$ cat src/rtl/cache_pkg.sv
// Shared encodings for the n-way cache metadata block: update opcodes and flush FSM states.
package cache_pkg;

  typedef enum logic [1:0] {
    OpTouch = 2'b00,
    OpFill  = 2'b01,
    OpInval = 2'b10,
    OpDirty = 2'b11
  } up_op_e;

  typedef enum logic {
    StIdle,
    StFlush
  } flush_state_e;

endpackage

$ cat src/rtl/plru_tree.sv
// Combinational tree-PLRU helper: victim selection from the node bits and the node bits
// that result from an access. Node k has children 2k+1 / 2k+2; a bit of 1 points right.
module plru_tree #(
  parameter int unsigned WAYS = 4,
  localparam int unsigned WB = $clog2(WAYS)
) (
  input  logic [WAYS-2:0] bits,
  input  logic [WB-1:0]   access_way,
  output logic [WB-1:0]   victim,
  output logic [WAYS-2:0] next_bits
);

  always_comb begin
    int unsigned node;
    victim = '0;
    node   = 0;
    for (int unsigned lvl = 0; lvl < WB; lvl++) begin
      victim[WB-1-lvl] = bits[node];
      node = bits[node] ? 2 * node + 2 : 2 * node + 1;
    end
  end

  // Each node on the accessed path is set to point at the other subtree.
  always_comb begin
    int unsigned node;
    next_bits = bits;
    node      = 0;
    for (int unsigned lvl = 0; lvl < WB; lvl++) begin
      next_bits[node] = ~access_way[WB-1-lvl];
      node = access_way[WB-1-lvl] ? 2 * node + 2 : 2 * node + 1;
    end
  end

endmodule

$ cat src/rtl/cache_meta_nway.sv
// N-way set-associative cache metadata (valid/tag/tree-PLRU) with lookup, update and flush.
// Optional per-way dirty bits and rs_victim_dirty port are enabled by CACHE_META_DIRTY_EN.
module cache_meta_nway
  import cache_pkg::*;
#(
  parameter int unsigned WAYS      = 4,
  parameter int unsigned INDEX_BIT = 4,
  parameter int unsigned TAG_WIDTH = 20,
  localparam int unsigned WB = $clog2(WAYS)
) (
  input  logic                 clk,
  input  logic                 rst_n,
  input  logic                 lk_valid,
  output logic                 lk_ready,
  input  logic [INDEX_BIT-1:0] lk_index,
  input  logic [TAG_WIDTH-1:0] lk_tag,
  output logic                 rs_valid,
  output logic                 rs_hit,
  output logic [WB-1:0]        rs_way,
  output logic                 rs_victim_valid,
  output logic [TAG_WIDTH-1:0] rs_victim_tag,
`ifdef CACHE_META_DIRTY_EN
  output logic                 rs_victim_dirty,
`endif
  input  logic                 up_valid,
  input  logic [1:0]           up_op,
  input  logic [INDEX_BIT-1:0] up_index,
  input  logic [WB-1:0]        up_way,
  input  logic [TAG_WIDTH-1:0] up_tag,
  input  logic                 flush_req,
  output logic                 flush_busy,
  output logic                 flush_done
);

  localparam int unsigned SETS = 1 << INDEX_BIT;

  logic [SETS-1:0][WAYS-1:0] valid_q;
  logic [SETS-1:0][WAYS-2:0] plru_q;
  logic [TAG_WIDTH-1:0]      tag_q [SETS][WAYS];
`ifdef CACHE_META_DIRTY_EN
  logic [SETS-1:0][WAYS-1:0] dirty_q;
  logic                      rs_vd_q;
`endif

  flush_state_e         state_q, state_d;
  logic [INDEX_BIT-1:0] cnt_q, cnt_d;
  logic                 done_q, done_d;

  logic                 rs_valid_q, rs_hit_q, rs_vv_q;
  logic [WB-1:0]        rs_way_q;
  logic [TAG_WIDTH-1:0] rs_vt_q;

  logic                 accept, upd_en;
  logic [WAYS-1:0]      set_valid;
  logic                 hit, inv_found;
  logic [WB-1:0]        hit_way, inv_way, plru_victim, victim_way;
  logic [WAYS-2:0]      plru_touched;
  logic [WB-1:0]        unused_victim;
  logic [WAYS-2:0]      unused_next;

  assign flush_busy = (state_q == StFlush);
  assign lk_ready   = ~flush_busy;
  assign flush_done = done_q;
  assign accept     = lk_valid & lk_ready;
  assign upd_en     = up_valid & ~flush_busy;
  assign set_valid  = valid_q[lk_index];

  plru_tree #(.WAYS(WAYS)) u_plru_lookup (
    .bits       (plru_q[lk_index]),
    .access_way ('0),
    .victim     (plru_victim),
    .next_bits  (unused_next)
  );

  plru_tree #(.WAYS(WAYS)) u_plru_update (
    .bits       (plru_q[up_index]),
    .access_way (up_way),
    .victim     (unused_victim),
    .next_bits  (plru_touched)
  );

  // Descending scans so the lowest matching / lowest invalid way wins.
  always_comb begin
    hit       = 1'b0;
    hit_way   = '0;
    inv_found = 1'b0;
    inv_way   = '0;
    for (int w = WAYS - 1; w >= 0; w--) begin
      if (set_valid[w] && (tag_q[lk_index][w] == lk_tag)) begin
        hit     = 1'b1;
        hit_way = WB'(w);
      end
      if (!set_valid[w]) begin
        inv_found = 1'b1;
        inv_way   = WB'(w);
      end
    end
    victim_way = inv_found ? inv_way : plru_victim;
  end

  // Results are taken from pre-edge state, which gives read-before-write for free.
  always_ff @(posedge clk or negedge rst_n) begin
    if (!rst_n) begin
      rs_valid_q <= 1'b0;
      rs_hit_q   <= 1'b0;
      rs_way_q   <= '0;
      rs_vv_q    <= 1'b0;
      rs_vt_q    <= '0;
`ifdef CACHE_META_DIRTY_EN
      rs_vd_q    <= 1'b0;
`endif
    end else begin
      rs_valid_q <= accept;
      if (accept) begin
        rs_hit_q <= hit;
        rs_way_q <= hit ? hit_way : victim_way;
        rs_vv_q  <= set_valid[victim_way];
        rs_vt_q  <= set_valid[victim_way] ? tag_q[lk_index][victim_way] : '0;
`ifdef CACHE_META_DIRTY_EN
        rs_vd_q  <= dirty_q[lk_index][victim_way];
`endif
      end
    end
  end

  assign rs_valid        = rs_valid_q;
  assign rs_hit          = rs_hit_q;
  assign rs_way          = rs_way_q;
  assign rs_victim_valid = rs_vv_q;
  assign rs_victim_tag   = rs_vt_q;
`ifdef CACHE_META_DIRTY_EN
  assign rs_victim_dirty = rs_vd_q;
`endif

  always_comb begin
    state_d = state_q;
    cnt_d   = cnt_q;
    done_d  = 1'b0;
    unique case (state_q)
      StIdle: begin
        if (flush_req) begin
          state_d = StFlush;
          cnt_d   = '0;
        end
      end
      StFlush: begin
        cnt_d = cnt_q + 1'b1;
        if (&cnt_q) begin
          state_d = StIdle;
          done_d  = 1'b1;
        end
      end
      default: state_d = StIdle;
    endcase
  end

  always_ff @(posedge clk or negedge rst_n) begin
    if (!rst_n) begin
      state_q <= StIdle;
      cnt_q   <= '0;
      done_q  <= 1'b0;
    end else begin
      state_q <= state_d;
      cnt_q   <= cnt_d;
      done_q  <= done_d;
    end
  end

  always_ff @(posedge clk or negedge rst_n) begin
    if (!rst_n) begin
      valid_q <= '0;
      plru_q  <= '0;
`ifdef CACHE_META_DIRTY_EN
      dirty_q <= '0;
`endif
    end else if (flush_busy) begin
      valid_q[cnt_q] <= '0;
      plru_q[cnt_q]  <= '0;
`ifdef CACHE_META_DIRTY_EN
      dirty_q[cnt_q] <= '0;
`endif
    end else if (up_valid) begin
      unique case (up_op_e'(up_op))
        OpTouch: plru_q[up_index] <= plru_touched;
        OpFill: begin
          valid_q[up_index][up_way] <= 1'b1;
          plru_q[up_index]          <= plru_touched;
`ifdef CACHE_META_DIRTY_EN
          dirty_q[up_index][up_way] <= 1'b0;
`endif
        end
        OpInval: begin
          valid_q[up_index][up_way] <= 1'b0;
`ifdef CACHE_META_DIRTY_EN
          dirty_q[up_index][up_way] <= 1'b0;
`endif
        end
        OpDirty: begin
`ifdef CACHE_META_DIRTY_EN
          dirty_q[up_index][up_way] <= 1'b1;
`endif
        end
        default: ;
      endcase
    end
  end

  // Tag storage carries no reset; valid bits qualify it.
  always_ff @(posedge clk) begin
    if (upd_en && (up_op == OpFill)) begin
      tag_q[up_index][up_way] <= up_tag;
    end
  end

endmodule
$ cat config.mk
export PLATFORM = sky130hd
export DESIGN_NAME = cache_meta_nway
export DESIGN_NICKNAME = d
export VERILOG_FILES = /design/src/rtl/cache_pkg.sv /design/src/rtl/plru_tree.sv /design/src/rtl/cache_meta_nway.sv
export SDC_FILE = /design/constraint.sdc
export NUM_CORES = 1
export LEC_CHECK = 0
export BUFFER_PORTS_ARGS = -buffer_cell sky130_fd_sc_hd__buf_2
export CAP_MARGIN = 20
export CELL_PAD_IN_SITES_DETAIL_PLACEMENT = 0
export CELL_PAD_IN_SITES_GLOBAL_PLACEMENT = 1
export CORE_UTILIZATION = 50
export CTS_CLUSTER_DIAMETER = 200
export CTS_CLUSTER_SIZE = 8
export DETAILED_ROUTE_END_ITERATION = 10
export GPL_TIMING_DRIVEN = 0
export PLACE_DENSITY_LB_ADDON = 0.2
export SLEW_MARGIN = 0
export SYNTH_ARGS = -nofsm -noshare
export SYNTH_HDL_FRONTEND = slang
export SYNTH_HIERARCHICAL = 1
export SYNTH_SLANG_ARGS = --single-unit
$ cat constraint.sdc
create_clock -name clk -period 4.3 [get_ports clk]
set_input_delay 0.215 -clock clk [delete_from_list [all_inputs] [get_ports clk]]
set_output_delay 0.215 -clock clk [all_outputs]
set_load 0.03 [all_outputs]
==> results.ini <==
[sta]
hold_viol = 0
slew_violations = 0
whs_ns = 0.0573
period_minus_slack_ns = 4.37
setup_viol = 1
rsz0062_at_grt = false
tightest_slew_ns = 1.32
period_share = 1.02
relSlewSlack = 0.121
finClkSkew_ns = 0.0694
setup_tns_ns = -0.0660
worst_slack_ns = -0.0660
fmax_mhz = 229

[synth]
synth_cells = 3370
syn_nets = 3431
avgSynthCellArea_um2 = 17.7
synth.yosys.warnings = 6
syn-cell-area_mm2 = 0.0595

[worst_setup_path]
r2r_slack_ns = 0.45
crit_arrival_ns = 5.10
rr_endpoint = rs_victim_tag[15]$_DFFE_PN0P_
worst-path-max-fanout = 19
worstSetupStartpointType = primary input
worst_ep_required_time_ns = 5.03
worst_setup_path_end_kind = flip-flop
ff2ff_path_depth = 9
critical_path_class = primary input to flip-flop

[power]
totalPowerFinal_mw = 32.6
power.density_mw_per_mm2 = 466
ir_drop_v = 0.000456
p_leak_nw = 23.8

[drt]
drt_wl_total_um = 240000
drt-initial-drc-count = 6169
route.detailed.drc = 0
dr.pass1.iters = 6
viasPerCell = 6.95
wl_per_cell_um = 44.7
vias = 37303
postRouteAntennaNets = 0

[floorplan]
core_area_mm2 = 0.118
num_io_pins = 85
die_area_mm2 = 0.120
die_h_um = 347
die_w_um = 347
rows = 126
start_util = 0.504

[clock_network]
cts_tree = yes
path_clk_slew_ns = 0.05
clock_latency_ns = 0.86
cts_buffers = 195
cts_sinks = 1423
htree_levels = 4
clock_path_buffers = 3
clock-root-buffer = clkbuf_16

[hold_path]
worstHoldStart = up_index[1]
hold_class = primary input to flip-flop
holdPathStages = 5

[global_route]
first_global_vias = 36233
antenna_found_initial = 12
gr-total-overflow = 0
grt_max_degree = 93
grt_use_total = 0.400
grt_pass1_wl_um = 317000

[layout]
final_cell_mix = edfxtp_1 (1,280), mux4_2 (260), mux2i_1 (247)
syn2layout_area_growth_pct = 17.4
drive_above_1_share = 0.229
final_common_cell = edfxtp_1
final_nets = 3808
utilization = 0.592

[placement]
portBuffers = 64
post-dp-hpwl_um = 165000
gp_congestion = 1.03

[job]
max_cap_viol_count = 0

[run_status]
status = complete, but fails checks
violations = setup timing

==> area by class of cell <==
class	instances	area, um2
Clock buffer	261	5190
Antenna cell	9	22.5
Sequential cell	1423	42000
Tap cell	1536	1920
Multi-Input combinational cell	1703	16600
Inverter	20	75.1
Clock inverter	11	228
Timing Repair Buffer	186	2440
Fill cell	8645	48200
Buffer	218	1420
==> flip-flops by register name, indices dropped and copies added (netlist names), named ones only <==
| register | cells |
|---|---|
| rs_victim_valid | 1 |
| cnt_q | 4 |
| rs_victim_tag | 20 |
| plru_q | 48 |
| rs_valid | 1 |
| flush_done | 1 |
| flush_busy | 1 |
| tag_q | 1280 |
| rs_way | 2 |
| rs_hit | 1 |
==> critical path, cell delays in order <==
cell and delay (ns):
buf_2 0.12, buf_6 0.20, buf_12 0.20, buf_12 0.19
buf_6 0.29, buf_12 0.27, buf_4 0.31, buf_6 0.26
mux4_2 0.35, mux4_2 0.52, buf_4 0.21, o221ai_4 0.44
buf_4 0.37, a41oi_1 0.16, o31ai_4 0.51, o21ai_1 0.15
o21ai_0 0.21
==> how the worst max path moves through the flow <==
stage,from,end,slack (ns),cells past startpoint
floorplan,lk_index[0],rs_victim_tag[3]$_DFFE_PN0P_,0.16,18
global placement,lk_index[2],rs_victim_tag[2]$_DFFE_PN0P_,-3.27,17
detailed placement,lk_index[1],rs_victim_tag[2]$_DFFE_PN0P_,-2.83,18
CTS,lk_index[1],rs_victim_tag[17]$_DFFE_PN0P_,0.02,18
global route,lk_index[1],rs_victim_tag[2]$_DFFE_PN0P_,0.002,17
finish,lk_index[1],rs_victim_tag[2]$_DFFE_PN0P_,-0.07,17
==> per-layer routing <==
| metal | global-route usage | up-vias | wire length [um] | share of wire |
|---|---|---|---|---|
| li1 | - | 14313 | - | - |
| met1 | 0.530 | 19585 | 89300 | 0.37 |
| met2 | 0.597 | 2853 | 107000 | 0.45 |
| met3 | 0.123 | 536 | 29400 | 0.12 |
| met4 | 0.209 | 16 | 13500 | 0.056 |
| met5 | 0 | - | 119 | 0.00050 |
==> what timing repair did <==
item                                    in CTS  in global routing
setup buffers                                0                  1
endpoints found under the setup margin      23                 10
resized for setup                           26                  6
hold endpoints to repair                   484                 62
hold buffers                                26                  4
pin swaps                                    0                  1
==> power by group <==
| part | internal, mW | switching (mW) | total (mW) |
|---|---|---|---|
| clock | 8.29 | 5.79 | 14.1 |
| sequential | 15.2 | 0.0883 | 15.3 |
| combinational | 0.916 | 2.29 | 3.21 |
| total | 24.4 | 8.17 | 32.6 |
==> stage by stage <==
step / worst slack (ns) / cell area [um2] / std cells
3_5_place_dp: -2.83 / 63800 / 5044
3_3_place_gp: -3.27 / 61800 / 4970
6_report: -0.0660 / 69900 / 5367
4_1_cts: 0.0208 / 69500 / 5336
5_1_grt: 0.00185 / 69900 / 5358
2_1_floorplan: 0.160 / 59500 / 3370
(Power assumes the default switching activity.)
